`src/rtl/snow64_pipelined_count_leading_zeros.sv`:
```
// rtl/snow64_pipelined_count_leading_zeros.sv - pipelined leading-zero counter, one binary-search halving per stage
// Optional trailing-zero mode: define SNOW64_PIPELINED_CLZ_CTZ_MODE_EN to add the in_ctz port.
module snow64_pipelined_count_leading_zeros #(
  parameter int WIDTH     = 64,
  parameter int TAG_WIDTH = 4,
  localparam int STAGES    = $clog2(WIDTH),
  localparam int OUT_WIDTH = STAGES + 1
) (
  input  logic                 clk,
  input  logic                 rst,
  input  logic                 in_valid,
  output logic                 in_ready,
  input  logic [WIDTH-1:0]     in_data,
  input  logic [TAG_WIDTH-1:0] in_tag,
`ifdef SNOW64_PIPELINED_CLZ_CTZ_MODE_EN
  input  logic                 in_ctz,
`endif
  output logic                 out_valid,
  input  logic                 out_ready,
  output logic [OUT_WIDTH-1:0] out_count,
  output logic                 out_zero,
  output logic [TAG_WIDTH-1:0] out_tag
);

  // Window bus: the window entering a stage of width w lives at bits [2w-1:w].
  // The full-width operand sits at the top; bits [1:0] would never exist.
  logic [2*WIDTH-1:2]   win_bus;
  logic [WIDTH-1:0]     operand;
  logic                 vld [0:STAGES];
  logic                 rdy [1:STAGES+1];
  logic [OUT_WIDTH-1:0] cnt [0:STAGES];
  logic                 zro [0:STAGES];
  logic [TAG_WIDTH-1:0] tag [0:STAGES];

`ifdef SNOW64_PIPELINED_CLZ_CTZ_MODE_EN
  // Bit-reverse the operand for trailing-zero mode so the same search applies
  always_comb begin
    operand = in_data;
    if (in_ctz) begin
      for (int i = 0; i < WIDTH; i++) begin
        operand[i] = in_data[WIDTH-1-i];
      end
    end
  end
`else
  assign operand = in_data;
`endif

  assign win_bus[2*WIDTH-1:WIDTH] = operand;
  assign vld[0]         = in_valid;
  assign cnt[0]         = '0;
  assign zro[0]         = ~|in_data;
  assign tag[0]         = in_tag;
  assign rdy[STAGES+1]  = out_ready;
  assign in_ready       = rdy[1];

  for (genvar k = 1; k <= STAGES; k++) begin : g_stage
    localparam int H = WIDTH >> k;

    logic [2*H-1:0]       win_in;
    logic                 load;
    logic                 valid_q, valid_d;
    logic                 zero_q, zero_d;
    logic [TAG_WIDTH-1:0] tag_q, tag_d;
    logic [OUT_WIDTH-1:0] cnt_q, cnt_d;

    assign win_in = win_bus[4*H-1:2*H];
    // An empty stage always accepts, so bubbles collapse under a downstream stall
    assign rdy[k] = !valid_q || rdy[k+1];
    assign load   = rdy[k] && vld[k-1];

    // Stage occupancy and sideband carried alongside the operand
    always_comb begin
      valid_d = rdy[k] ? vld[k-1] : valid_q;
      zero_d  = zero_q;
      tag_d   = tag_q;
      if (load) begin
        zero_d = zro[k-1];
        tag_d  = tag[k-1];
      end
    end

    // Stage state register; reset drops every in-flight operand
    always_ff @(posedge clk or posedge rst) begin
      if (rst) begin
        valid_q <= 1'b0;
        zero_q  <= 1'b0;
        tag_q   <= '0;
        cnt_q   <= '0;
      end else begin
        valid_q <= valid_d;
        zero_q  <= zero_d;
        tag_q   <= tag_d;
        cnt_q   <= cnt_d;
      end
    end

    if (k < STAGES) begin : g_mid
      logic [H-1:0] win_q, win_d;

      // Halve the window: keep the upper half if it holds a one, else the lower
      always_comb begin
        win_d = win_q;
        cnt_d = cnt_q;
        if (load) begin
          if (|win_in[2*H-1:H]) begin
            win_d = win_in[2*H-1:H];
            cnt_d = cnt[k-1];
          end else begin
            win_d = win_in[H-1:0];
            cnt_d = cnt[k-1] | (OUT_WIDTH'(1) << (STAGES - k));
          end
        end
      end

      // Surviving half of the window
      always_ff @(posedge clk or posedge rst) begin
        if (rst) begin
          win_q <= '0;
        end else begin
          win_q <= win_d;
        end
      end

      assign win_bus[2*H-1:H] = win_q;
    end else begin : g_last
      logic unused_lsb;

      // The low bit of the final 2-bit window cannot change the count
      assign unused_lsb = win_in[0];

      // Final bit, and fold the zero flag into the count (WIDTH = MSB only)
      always_comb begin
        cnt_d = cnt_q;
        if (load) begin
          cnt_d = zro[k-1] ? OUT_WIDTH'(WIDTH)
                           : (cnt[k-1] | OUT_WIDTH'(!win_in[1]));
        end
      end
    end

    assign vld[k] = valid_q;
    assign cnt[k] = cnt_q;
    assign zro[k] = zero_q;
    assign tag[k] = tag_q;
  end

  assign out_valid = vld[STAGES];
  assign out_count = cnt[STAGES];
  assign out_zero  = zro[STAGES];
  assign out_tag   = tag[STAGES];

endmodule
```
`config.mk`:
```
export PLATFORM = sky130hd
export DESIGN_NAME = snow64_pipelined_count_leading_zeros
export DESIGN_NICKNAME = d
export VERILOG_FILES = /design/src/rtl/snow64_pipelined_count_leading_zeros.sv
export SDC_FILE = /design/constraint.sdc
export NUM_CORES = 1
export LEC_CHECK = 0
export CAP_MARGIN = 0
export CELL_PAD_IN_SITES_DETAIL_PLACEMENT = 1
export CELL_PAD_IN_SITES_GLOBAL_PLACEMENT = 2
export CORE_ASPECT_RATIO = 1.2
export CORE_MARGIN = 2
export CORE_UTILIZATION = 30
export DETAILED_ROUTE_END_ITERATION = 8
export DONT_BUFFER_PORTS = 1
export PLACE_DENSITY = 0.64
export SYNTH_ARGS = -nofsm -noshare
export SYNTH_HDL_FRONTEND = slang
export SYNTH_SLANG_ARGS = --single-unit
```
`constraint.sdc`:
```
create_clock -name clk -period 4.5 [get_ports clk]
set_input_delay 0.675 -clock clk [delete_from_list [all_inputs] [get_ports clk]]
set_output_delay 0.675 -clock clk [all_outputs]
set_load 0.02 [all_outputs]
```
==> impl_metrics.toml, run 1 <==
[global_routing]
grt_util_met2_pct = 24.0
grt_util_met3_pct = 5.00
grt_use_total_pct = 15.0
grt_most_used_layer = "met2"
grt_overflow_total = 0
number_of_global_route_vias_before_repair = 3839
pin_count_of_the_biggest_net_entering_global_routing = 50
grt_pass1_wl_mm = 20.5
antenna_found_initial = 0
met1_usage_pct = 17.8

[timing]
hold_viol = 0
fmax_ghz = 0.396
setup_viol_count_final = 0
rsz0062_at_grt = "no"
hold_slack_ps = 213
finalMaxSlewViolations = 0
tns_ps = 0
final.min_clock_period_ps = 2530
slew-limit-headroom_pct = 29.4
clock_skew_ps = 6.81
worstMarginPinSlew_ps = 1050
post-route-period-util_pct = 56.1

[synth]
synth_area_leaders = "sky130_fd_sc_hd__dfrtp_1, sky130_fd_sc_hd__o31a_1, sky130_fd_sc_hd__mux2_1"
netlist_cell_types = 38
synth_top_area_share_pct = 56.1
net_count_of_the_mapped_netlist = 535
avgSynthCellArea_sq_um = 11.0
synth_enable_flop_cells = 0
ys_async_sr_fraction_pct = 100
most_common_flop_cell_mapped_by_yosys = "sky130_fd_sc_hd__dfrtp_1"
ys_ff_latch = 114
netlist.top_cell.by_area = "sky130_fd_sc_hd__dfrtp_1"
syn-cell-area_sq_um = 5090
ys_seq_area_share_pct = 56.1
synthCells = 463
synthesis.yosys.warnings = 0

[cts]
cts.repair_timing.setup_buffer_count = 0
post_cts_resized = 0
clock_tree.htree_level_count = 4
tritoncts = "built"
clockRootBuffer = "sky130_fd_sc_hd__clkbuf_16"
cts_made_buffers = 17
clk_pin_slew_worst_paths_ps = 50
clock_insertion_delay_worst_skew_ps = 410
post_cts_hold_buffer_count = 0
clock_tree_sinks = 114
clock_tree.buffer_depth = 2

[power_and_ir_drop]
power.density_cell_area_nw_per_um2 = 541
leakagePower_nw = 2.50
worst_voltage_drop_across_the_vdd_grid_mv = 0.190

[route]
drt_drc_violations_left = 0
routedWlPerCell_um = 17.9
routed_via_density = 5.01
drtAntennaViolNets = 0
totalWireLength_mm = 12.3
routed-via-count = 3450
first_drt_pass_iteration_count = 4
drtIter0Drc = 139

[floorplanning]
die-area_sq_um = 18000
die-height_um = 147
io_pins = 86
fp.dieW_um = 123
coreArea_sq_um = 16700
std_cell_rows = 52
initial_core_utilization_pct = 30.4

[place]
dpl.hpwl_mm = 9.20
routabilityCongestion = 0.779
port_buffers = 0

[flow_run]
cap_viol_max_count = 0

[finish]
antennaDiodeCount = 0
numnets_final = 534
finish.utilization_pct = 35.0
post_route_cells_drive_above_1_share_pct = 11.6
area_growth_pct = 15.2

[worst_hold_path]
hold_class = "primary input to async pin"

[worst_setup_path]
crit_start_category = "flip-flop"
crit_path_end_kind = "flip-flop"
timing.critical_path.fanout_max = 39
worst-endpoint-required_ps = 4790
r2r_start = "out_valid"
worst-endpoint-arrival_ps = 2810
critical_path.startpoint = "out_valid"
path_class = "flip-flop to flip-flop"

[run_status]
result_of_the_run = "complete, no violations"
[cells in the mapped netlist (2+ instances only)]
| library cell | number |
|---|---|
| sky130_fd_sc_hd__a21oi_1 | 18 |
| sky130_fd_sc_hd__o21bai_1 | 2 |
| sky130_fd_sc_hd__nand4_1 | 4 |
| sky130_fd_sc_hd__o31ai_1 | 3 |
| sky130_fd_sc_hd__a221o_1 | 6 |
| sky130_fd_sc_hd__nand2_1 | 19 |
| sky130_fd_sc_hd__o31a_1 | 31 |
| sky130_fd_sc_hd__a31oi_1 | 14 |
| sky130_fd_sc_hd__nor3_1 | 32 |
| sky130_fd_sc_hd__o21ai_1 | 7 |
| sky130_fd_sc_hd__nor4_1 | 20 |
| sky130_fd_sc_hd__dfrtp_1 | 114 |
| sky130_fd_sc_hd__inv_1 | 45 |
| sky130_fd_sc_hd__o21ai_0 | 6 |
| sky130_fd_sc_hd__clkbuf_1 | 13 |
| sky130_fd_sc_hd__mux2i_1 | 3 |
| sky130_fd_sc_hd__nand3_1 | 3 |
| sky130_fd_sc_hd__mux2_1 | 22 |
| sky130_fd_sc_hd__buf_2 | 9 |
| sky130_fd_sc_hd__nor2_1 | 21 |
| sky130_fd_sc_hd__nand2b_1 | 39 |
| sky130_fd_sc_hd__mux2_2 | 16 |
[stage by stage]
step / total power, mW / std cells / instance area (sq um) / worst slack, ps
6_report: 3.17 / 689 / 5860 / 1970
5_1_grt: 3.35 / 689 / 5860 / 1750
4_1_cts: 3.21 / 689 / 5860 / 1950
3_5_place_dp: 1.88 / 659 / 5280 / 1810
3_3_place_gp: 1.85 / 659 / 5280 / 1860
2_1_floorplan: 1.76 / 463 / 5090 / 809
[layer usage]
| metal | wire length, um | vias to the layer above | share of wire (%) |
|---|---|---|---|
| li1 | - | 1638 | - |
| met1 | 5270 | 1699 | 43 |
| met2 | 6030 | 97 | 49 |
| met3 | 705 | 16 | 5.7 |
| met4 | 342 | 0 | 2.8 |
| met5 | 0 | - | 0 |
[state kept, by name (all words and copies together) (netlist names)]
signal and cells:
g_stage.cnt_q 15, g_stage.g_mid.win_q 57, g_stage.tag_q 20, g_stage.valid_q 5, g_stage.zero_q 5, out_count 6, out_tag 4, out_valid 1
out_zero 1
[cell families (layout without fill, tap and decap cells)]
group | Yosys count | count (layout) | synth area share (%)
and+or+nand+nor | 146 | 146 | 16.2
DFF | 114 | 114 | 56.1
AOI/OAI and AO/OA | 91 | 91 | 12.8
buffers and inverters | 71 | 81 | 5.90
muxes | 41 | 41 | 9.00
[critical path, stage by stage (launching register included)]
cell                       delay [ps]
sky130_fd_sc_hd__dfrtp_1          540
sky130_fd_sc_hd__nand4b_4         250
sky130_fd_sc_hd__o21ai_4          880
sky130_fd_sc_hd__buf_4            470
sky130_fd_sc_hd__nand2b_1         110
sky130_fd_sc_hd__o31a_1           120
[final timing paths]
path                                              end  cells after the start  slack [ps]
hold reg to reg                          out_count[0]                      1         450
hold / removal                    g_stage[2].tag_q[1]                      1         210
max in group asynchronous  g_stage[1].g_mid.win_q[10]                      2        3320
setup / recovery           g_stage[1].g_mid.win_q[11]                      5        1970
min in group clk                   g_stage[1].valid_q                      1         380
setup reg to reg           g_stage[1].g_mid.win_q[11]                      5        1970
[placed cells by master (no fill, tap or decap), types with 2 or more instances in the layout]
cell type	count
sky130_fd_sc_hd__clkbuf_8	2
sky130_fd_sc_hd__o21ai_4	2
sky130_fd_sc_hd__bufinv_16	3
sky130_fd_sc_hd__nand2b_1	39
sky130_fd_sc_hd__clkbuf_16	17
sky130_fd_sc_hd__clkinv_2	3
sky130_fd_sc_hd__dfrtp_1	114
sky130_fd_sc_hd__inv_1	44
sky130_fd_sc_hd__buf_4	6
sky130_fd_sc_hd__o31a_1	31
sky130_fd_sc_hd__o21bai_1	2
sky130_fd_sc_hd__a221o_1	6
sky130_fd_sc_hd__clkbuf_1	5
sky130_fd_sc_hd__a31oi_1	14
sky130_fd_sc_hd__nand4_1	4
sky130_fd_sc_hd__o21ai_0	6
sky130_fd_sc_hd__o21ai_1	6
sky130_fd_sc_hd__a21oi_1	18
sky130_fd_sc_hd__nor2_1	21
sky130_fd_sc_hd__nor3_1	32
sky130_fd_sc_hd__mux2_1	22
sky130_fd_sc_hd__mux2i_1	3
sky130_fd_sc_hd__o31ai_1	3
sky130_fd_sc_hd__nand2_1	19
sky130_fd_sc_hd__nor4_1	20
sky130_fd_sc_hd__mux2_2	16
sky130_fd_sc_hd__nand3_1	3
[layout make-up]
type | instances | area, sq um
fillers | 1843 | 10900
flip-flops and latches | 114 | 2850
multi-input cells | 278 | 1940
clock buffers | 24 | 472
well taps | 216 | 270
inverters | 45 | 171
clock inverters | 6 | 105
repair buffers | 6 | 45.0
[power by group]
part | switching [mW] | total, mW | internal (mW)
combinational | 0.209 | 0.412 | 0.203
sequential | 0.187 | 1.43 | 1.25
clock | 0.435 | 1.32 | 0.890
Note: power is estimated with default switching activity, not from simulation.
==> run 2, diff against run 1 <==
==> constraint.sdc (replaced) <==
create_clock -name clk -period 2.6 [get_ports clk]
set_input_delay 0.39 -clock clk [delete_from_list [all_inputs] [get_ports clk]]
set_output_delay 0.39 -clock clk [all_outputs]
set_load 0.02 [all_outputs]
==> impl_metrics.toml, run 2 (synthesized netlist as in run 1, its figures left out) <==
[power_and_ir_drop]
comb_power_share_pct = 12.6
leakagePower_nw = 2.55
switch_share_pct = 25.7
power_frac_seq_pct = 43.3
worst_voltage_drop_across_the_vdd_grid_mv = 0.444
power.density_cell_area_nw_per_um2 = 960
cellInternalPower_mw = 4.27
power.switching_mw = 1.48
clkPwrFrac_pct = 44.1

[route]
routedWlPerCell_um = 17.8
drtIter0Drc = 205
routed_via_density = 5.00
totalWireLength_mm = 12.3
first_drt_pass_iteration_count = 4
routed-via-count = 3472
drtAntennaViolNets = 0
drt_drc_violations_left = 0

[finish]
post_route_cells_drive_above_1_share_pct = 13.2
most_common_cell_after_layout_fill_and_taps_aside = "sky130_fd_sc_hd__dfrtp_1"
post_route_cell_area_sq_um = 5980
layoutNonFillerInstCount = 695
largest_register_ff_count = 57
finish.utilization_pct = 35.8
reg.largest.list = "g_stage.g_mid.win_q x57, g_stage.tag_q x20, g_stage.cnt_q x15"
antennaDiodeCount = 0
leading_cell_types_in_the_layout_fill_and_taps_excluded = "sky130_fd_sc_hd__dfrtp_1, sky130_fd_sc_hd__inv_1, sky130_fd_sc_hd__nand2b_1"
area_growth_pct = 17.7
numnets_final = 538
fillerInstances = 1822
regMostFlops = "g_stage.g_mid.win_q"

[worst_setup_path]
cp_cell_sequence = "nand4b_4 > or2_2"
worst-path-buf-inv = 0
crit_start_category = "flip-flop"
timing.critical_path.fanout_max = 9
critical-path-max-stage-delay_ps = 530
cpMaxStageDelayCell = "sky130_fd_sc_hd__dfrtp_1"
crit_path_end_kind = "primary output"
critPathTopFamily = "simple AND/OR/NAND/NOR gates"
worst-endpoint-arrival_ps = 1650
worst-endpoint-required_ps = 2210
path_class = "flip-flop to primary output"

[floorplanning]
io_pins = 86
fp.dieW_um = 123
initial_core_utilization_pct = 30.4
coreArea_sq_um = 16700
std_cell_rows = 52
die-area_sq_um = 18000
die-height_um = 147

[cts]
clockRootBuffer = "sky130_fd_sc_hd__clkbuf_16"
clock_tree.htree_level_count = 4
post_cts_resized = 0
clock_insertion_delay_worst_skew_ps = 410
clock_tree.buffer_depth = 2
clock_tree_sinks = 114
clk_pin_slew_worst_paths_ps = 50
post_cts_hold_buffer_count = 0
cts.repair_timing.setup_buffer_count = 0
tritoncts = "built"
cts_made_buffers = 17

[flow_run]
cap_viol_max_count = 0

[global_routing]
antenna_found_initial = 0
number_of_global_route_vias_before_repair = 3795
grt_overflow_total = 0
grt_pass1_wl_mm = 20.4
pin_count_of_the_biggest_net_entering_global_routing = 115
grt_use_total_pct = 15.0

[timing]
slew-limit-headroom_pct = 47.3
post-route-period-util_pct = 78.5
clock_skew_ps = 7.69
finalMaxSlewViolations = 0
hold_slack_ps = 7.02
final.min_clock_period_ps = 2040
hold_viol = 0
rsz0062_at_grt = "no"
tns_ps = 0
setup_viol_count_final = 0
fmax_ghz = 0.490
worstMarginPinSlew_ps = 784

[run_status]
result_of_the_run = "complete, no violations"

[place]
place_area_sq_um = 5340
port_buffers = 0
dpl.hpwl_mm = 9.07
dpl.cell_count = 663
routabilityCongestion = 0.764

[worst_hold_path]
hold_class = "primary input to async pin"
[run 2: changes by cell type in the layout (fill, tap and decap cells not counted)]
cell                         change
sky130_fd_sc_hd__inv_4           -1
sky130_fd_sc_hd__bufinv_16       +2
sky130_fd_sc_hd__buf_4           +2
sky130_fd_sc_hd__buf_12          +2
sky130_fd_sc_hd__clkbuf_1        -2
sky130_fd_sc_hd__clkinvlp_4      +3
[run 2: worst paths after layout]
check                                               start                         end  slack (ps)  depth (start not counted)
worst max-delay path                            out_valid                    in_ready         560                          2
worst min-delay path                                  rst         g_stage[4].tag_q[0]           7                          2
min in group clk                                 in_valid          g_stage[1].valid_q         110                          1
worst max register to register                  out_valid  g_stage[1].g_mid.win_q[31]         590                          5
worst min register to register  g_stage[5].g_mid.win_q[1]                out_count[0]         450                          1
max in group asynchronous                             rst   g_stage[1].g_mid.win_q[6]        2120                          2
[run 2: layer usage]
metal  GRT usage, %  up-vias  share of wire, %
met5              0        -                 0
met4           6.61        0               2.4
met3           5.66       18               6.0
met2           24.2       99                49
met1           17.8     1704                42
li1               -     1651                 -
[run 2: metrics by stage]
step	setup slack, ps	total power, mW
floorplan	825	3.04
global placement	468	3.22
detailed placement	455	3.27
CTS	527	5.85
global route	405	6.07
finish	559	5.75
[run 2: cell type report]
cell class | count | area [sq um] | area share [%]
Sequential cell | 114 | 2850 | 47.7
Multi-Input combinational cell | 278 | 1940 | 32.5
Timing Repair Buffer | 10 | 100 | 1.67
Clock inverter | 10 | 180 | 3.01
Tap cell | 216 | 270 | 4.52
Inverter | 45 | 173 | 2.89
Clock buffer | 22 | 464 | 7.76
[run 2: power by group through the flow]
stage / Clock, mW / Combinational (mW) / Sequential, mW
after CTS: 2.60 / 0.745 / 2.50
after floorplan: 0 / 0.624 / 2.42
after global routing: 2.69 / 0.828 / 2.55
after detailed placement: 0 / 0.739 / 2.53
after global placement: 0 / 0.707 / 2.51
final: 2.54 / 0.724 / 2.49
==> run 3, diff against run 2 <==
==> constraint.sdc (replaced) <==
create_clock -name clk -period 2 [get_ports clk]
set_input_delay 0.3 -clock clk [delete_from_list [all_inputs] [get_ports clk]]
set_output_delay 0.3 -clock clk [all_outputs]
set_load 0.02 [all_outputs]
==> impl_metrics.toml, run 3 (synthesized netlist as in run 1, its figures left out) <==
[worst_setup_path]
worst-endpoint-required_ps = 1700
worst-endpoint-arrival_ps = 1490
worst_r2r_setup_slack_ps = 260
reg2reg_to = "g_stage[3].g_mid.win_q[7]"
timing.critical_path.fanout_max = 9
worst_r2r_path_depth = 4
path_class = "flip-flop to primary output"
r2r_start = "g_stage[2].g_mid.win_q[13]"
crit_start_category = "flip-flop"
crit_path_end_kind = "primary output"

[cts]
clock_insertion_delay_worst_skew_ps = 410
cts_made_buffers = 17
clockRootBuffer = "sky130_fd_sc_hd__clkbuf_16"
clk_pin_slew_worst_paths_ps = 50
clock_tree.buffer_depth = 2
clock_tree_sinks = 114
tritoncts = "built"
clock_tree.htree_level_count = 4

[run_status]
result_of_the_run = "complete, no violations"

[place]
port_buffers = 0
post-place-ws_ps = 189
dpl.hpwl_mm = 9.03
routabilityCongestion = 0.821

[timing]
post-route-period-util_pct = 89.7
rsz0062_at_grt = "no"
finalMaxSlewViolations = 0
post-route-worst-setup-slack_ps = 207
final.min_clock_period_ps = 1790
hold_viol = 0
tns_ps = 0
setup_viol_count_final = 0
worstMarginPinSlew_ps = 624
clock_skew_ps = 4.92
slew-limit-headroom_pct = 58.4
fmax_ghz = 0.558

[route]
routed-via-count = 3490
routedWlPerCell_um = 17.6
drtAntennaViolNets = 0
drt_drc_violations_left = 0
drtIter0Drc = 90
routed_via_density = 4.96
first_drt_pass_iteration_count = 4
totalWireLength_mm = 12.4

[power_and_ir_drop]
power_frac_seq_pct = 44.5
leakagePower_nw = 2.58
power.density_cell_area_nw_per_um2 = 1200
power.switching_mw = 1.92
clkPwrFrac_pct = 42.3
comb_power_share_pct = 13.2
worst_voltage_drop_across_the_vdd_grid_mv = 0.534
cellInternalPower_mw = 5.34
switch_share_pct = 26.4

[worst_hold_path]
start_point_of_the_worst_min_delay_path = "in_data[61]"
worstHoldEndpoint = "g_stage[1].g_mid.win_q[29]"
worst_hold_path_depth = 1
hold_class = "primary input to flip-flop"

[finish]
most_common_cell_after_layout_fill_and_taps_aside = "sky130_fd_sc_hd__dfrtp_1"
numnets_final = 547
largest_register_ff_count = 57
area_growth_pct = 18.7
leading_cell_types_in_the_layout_fill_and_taps_excluded = "sky130_fd_sc_hd__dfrtp_1, sky130_fd_sc_hd__inv_1, sky130_fd_sc_hd__nand2b_1"
antennaDiodeCount = 0
reg.largest.list = "g_stage.g_mid.win_q x57, g_stage.tag_q x20, g_stage.cnt_q x15"
post_route_cells_drive_above_1_share_pct = 13.7
regMostFlops = "g_stage.g_mid.win_q"

[global_routing]
antenna_found_initial = 0
pin_count_of_the_biggest_net_entering_global_routing = 115
grt_use_total_pct = 15.1
grt_overflow_total = 0
grt_pass1_wl_mm = 20.5
number_of_global_route_vias_before_repair = 3890

[floorplanning]
die-area_sq_um = 18000
std_cell_rows = 52
initial_core_utilization_pct = 30.4
die-height_um = 147
fp.dieW_um = 123
coreArea_sq_um = 16700
io_pins = 86

[flow_run]
cap_viol_max_count = 0
-- run 3: timing repair --
| action | in CTS | in global routing |
|---|---|---|
| endpoints found under the hold margin | 118 | 0 |
| hold buffers | 5 | 0 |
| setup buffers | 0 | 0 |
| gates resized for setup | 0 | 0 |
-- run 3: worst max-delay path: stages, from the launching register on --
cell                       delay (ps)
sky130_fd_sc_hd__dfrtp_1          420
sky130_fd_sc_hd__nand4b_4         220
sky130_fd_sc_hd__or2_2            430
-- run 3: layout make-up --
cell class                      instances  area [sq um]
Tap cell                              216           270
Sequential cell                       114          2850
Multi-Input combinational cell        278          1940
Fill cell                            1857         10700
Inverter                               45           173
Timing Repair Buffer                   19           193
Clock inverter                          9           129
Clock buffer                           23           478
-- run 3: worst max path at each step --
| stage | to | from | slack (ps) | cells after the start |
|---|---|---|---|---|
| 6_report | in_ready | g_stage[5].valid_q | 210 | 2 |
| 2_1_floorplan | g_stage[1].tag_q[0] | out_valid | 300 | 4 |
| 5_1_grt | g_stage[3].g_mid.win_q[7] | g_stage[2].g_mid.win_q[13] | 110 | 4 |
| 3_3_place_gp | g_stage[1].zero_q | in_data[60] | 200 | 4 |
| 4_1_cts | in_ready | g_stage[5].valid_q | 170 | 2 |
| 3_5_place_dp | g_stage[1].zero_q | in_data[60] | 190 | 4 |
-- run 3: routing by layer --
layer  GRT usage [%]  wire length [um]
met5               0                 0
met3            5.23               739
met2            24.8              6160
met4            5.75               197
met1            17.9              5260
-- run 3: power by group through the flow --
stage	registers [mW]	clock network [mW]	logic, mW
after global routing	3.31	3.26	1.10
after global placement	3.26	0	0.935
after floorplan	3.15	0	0.811
after detailed placement	3.28	0	0.970
after CTS	3.25	3.15	0.990
final	3.23	3.07	0.960
-- run 3: through the flow --
stage | utilization (%) | std cells | hold slack (ps) | instance area [sq um] | power (mW)
2_1_floorplan | - | 463 | 408 | 5090 | 3.96
3_3_place_gp | 32.2 | 667 | 410 | 5380 | 4.20
3_5_place_dp | 32.2 | 667 | 416 | 5380 | 4.25
4_1_cts | 36.1 | 704 | 7.18 | 6040 | 7.39
5_1_grt | 36.1 | 704 | 12.1 | 6040 | 7.67
6_report | 36.1 | 704 | 25.6 | 6040 | 7.26
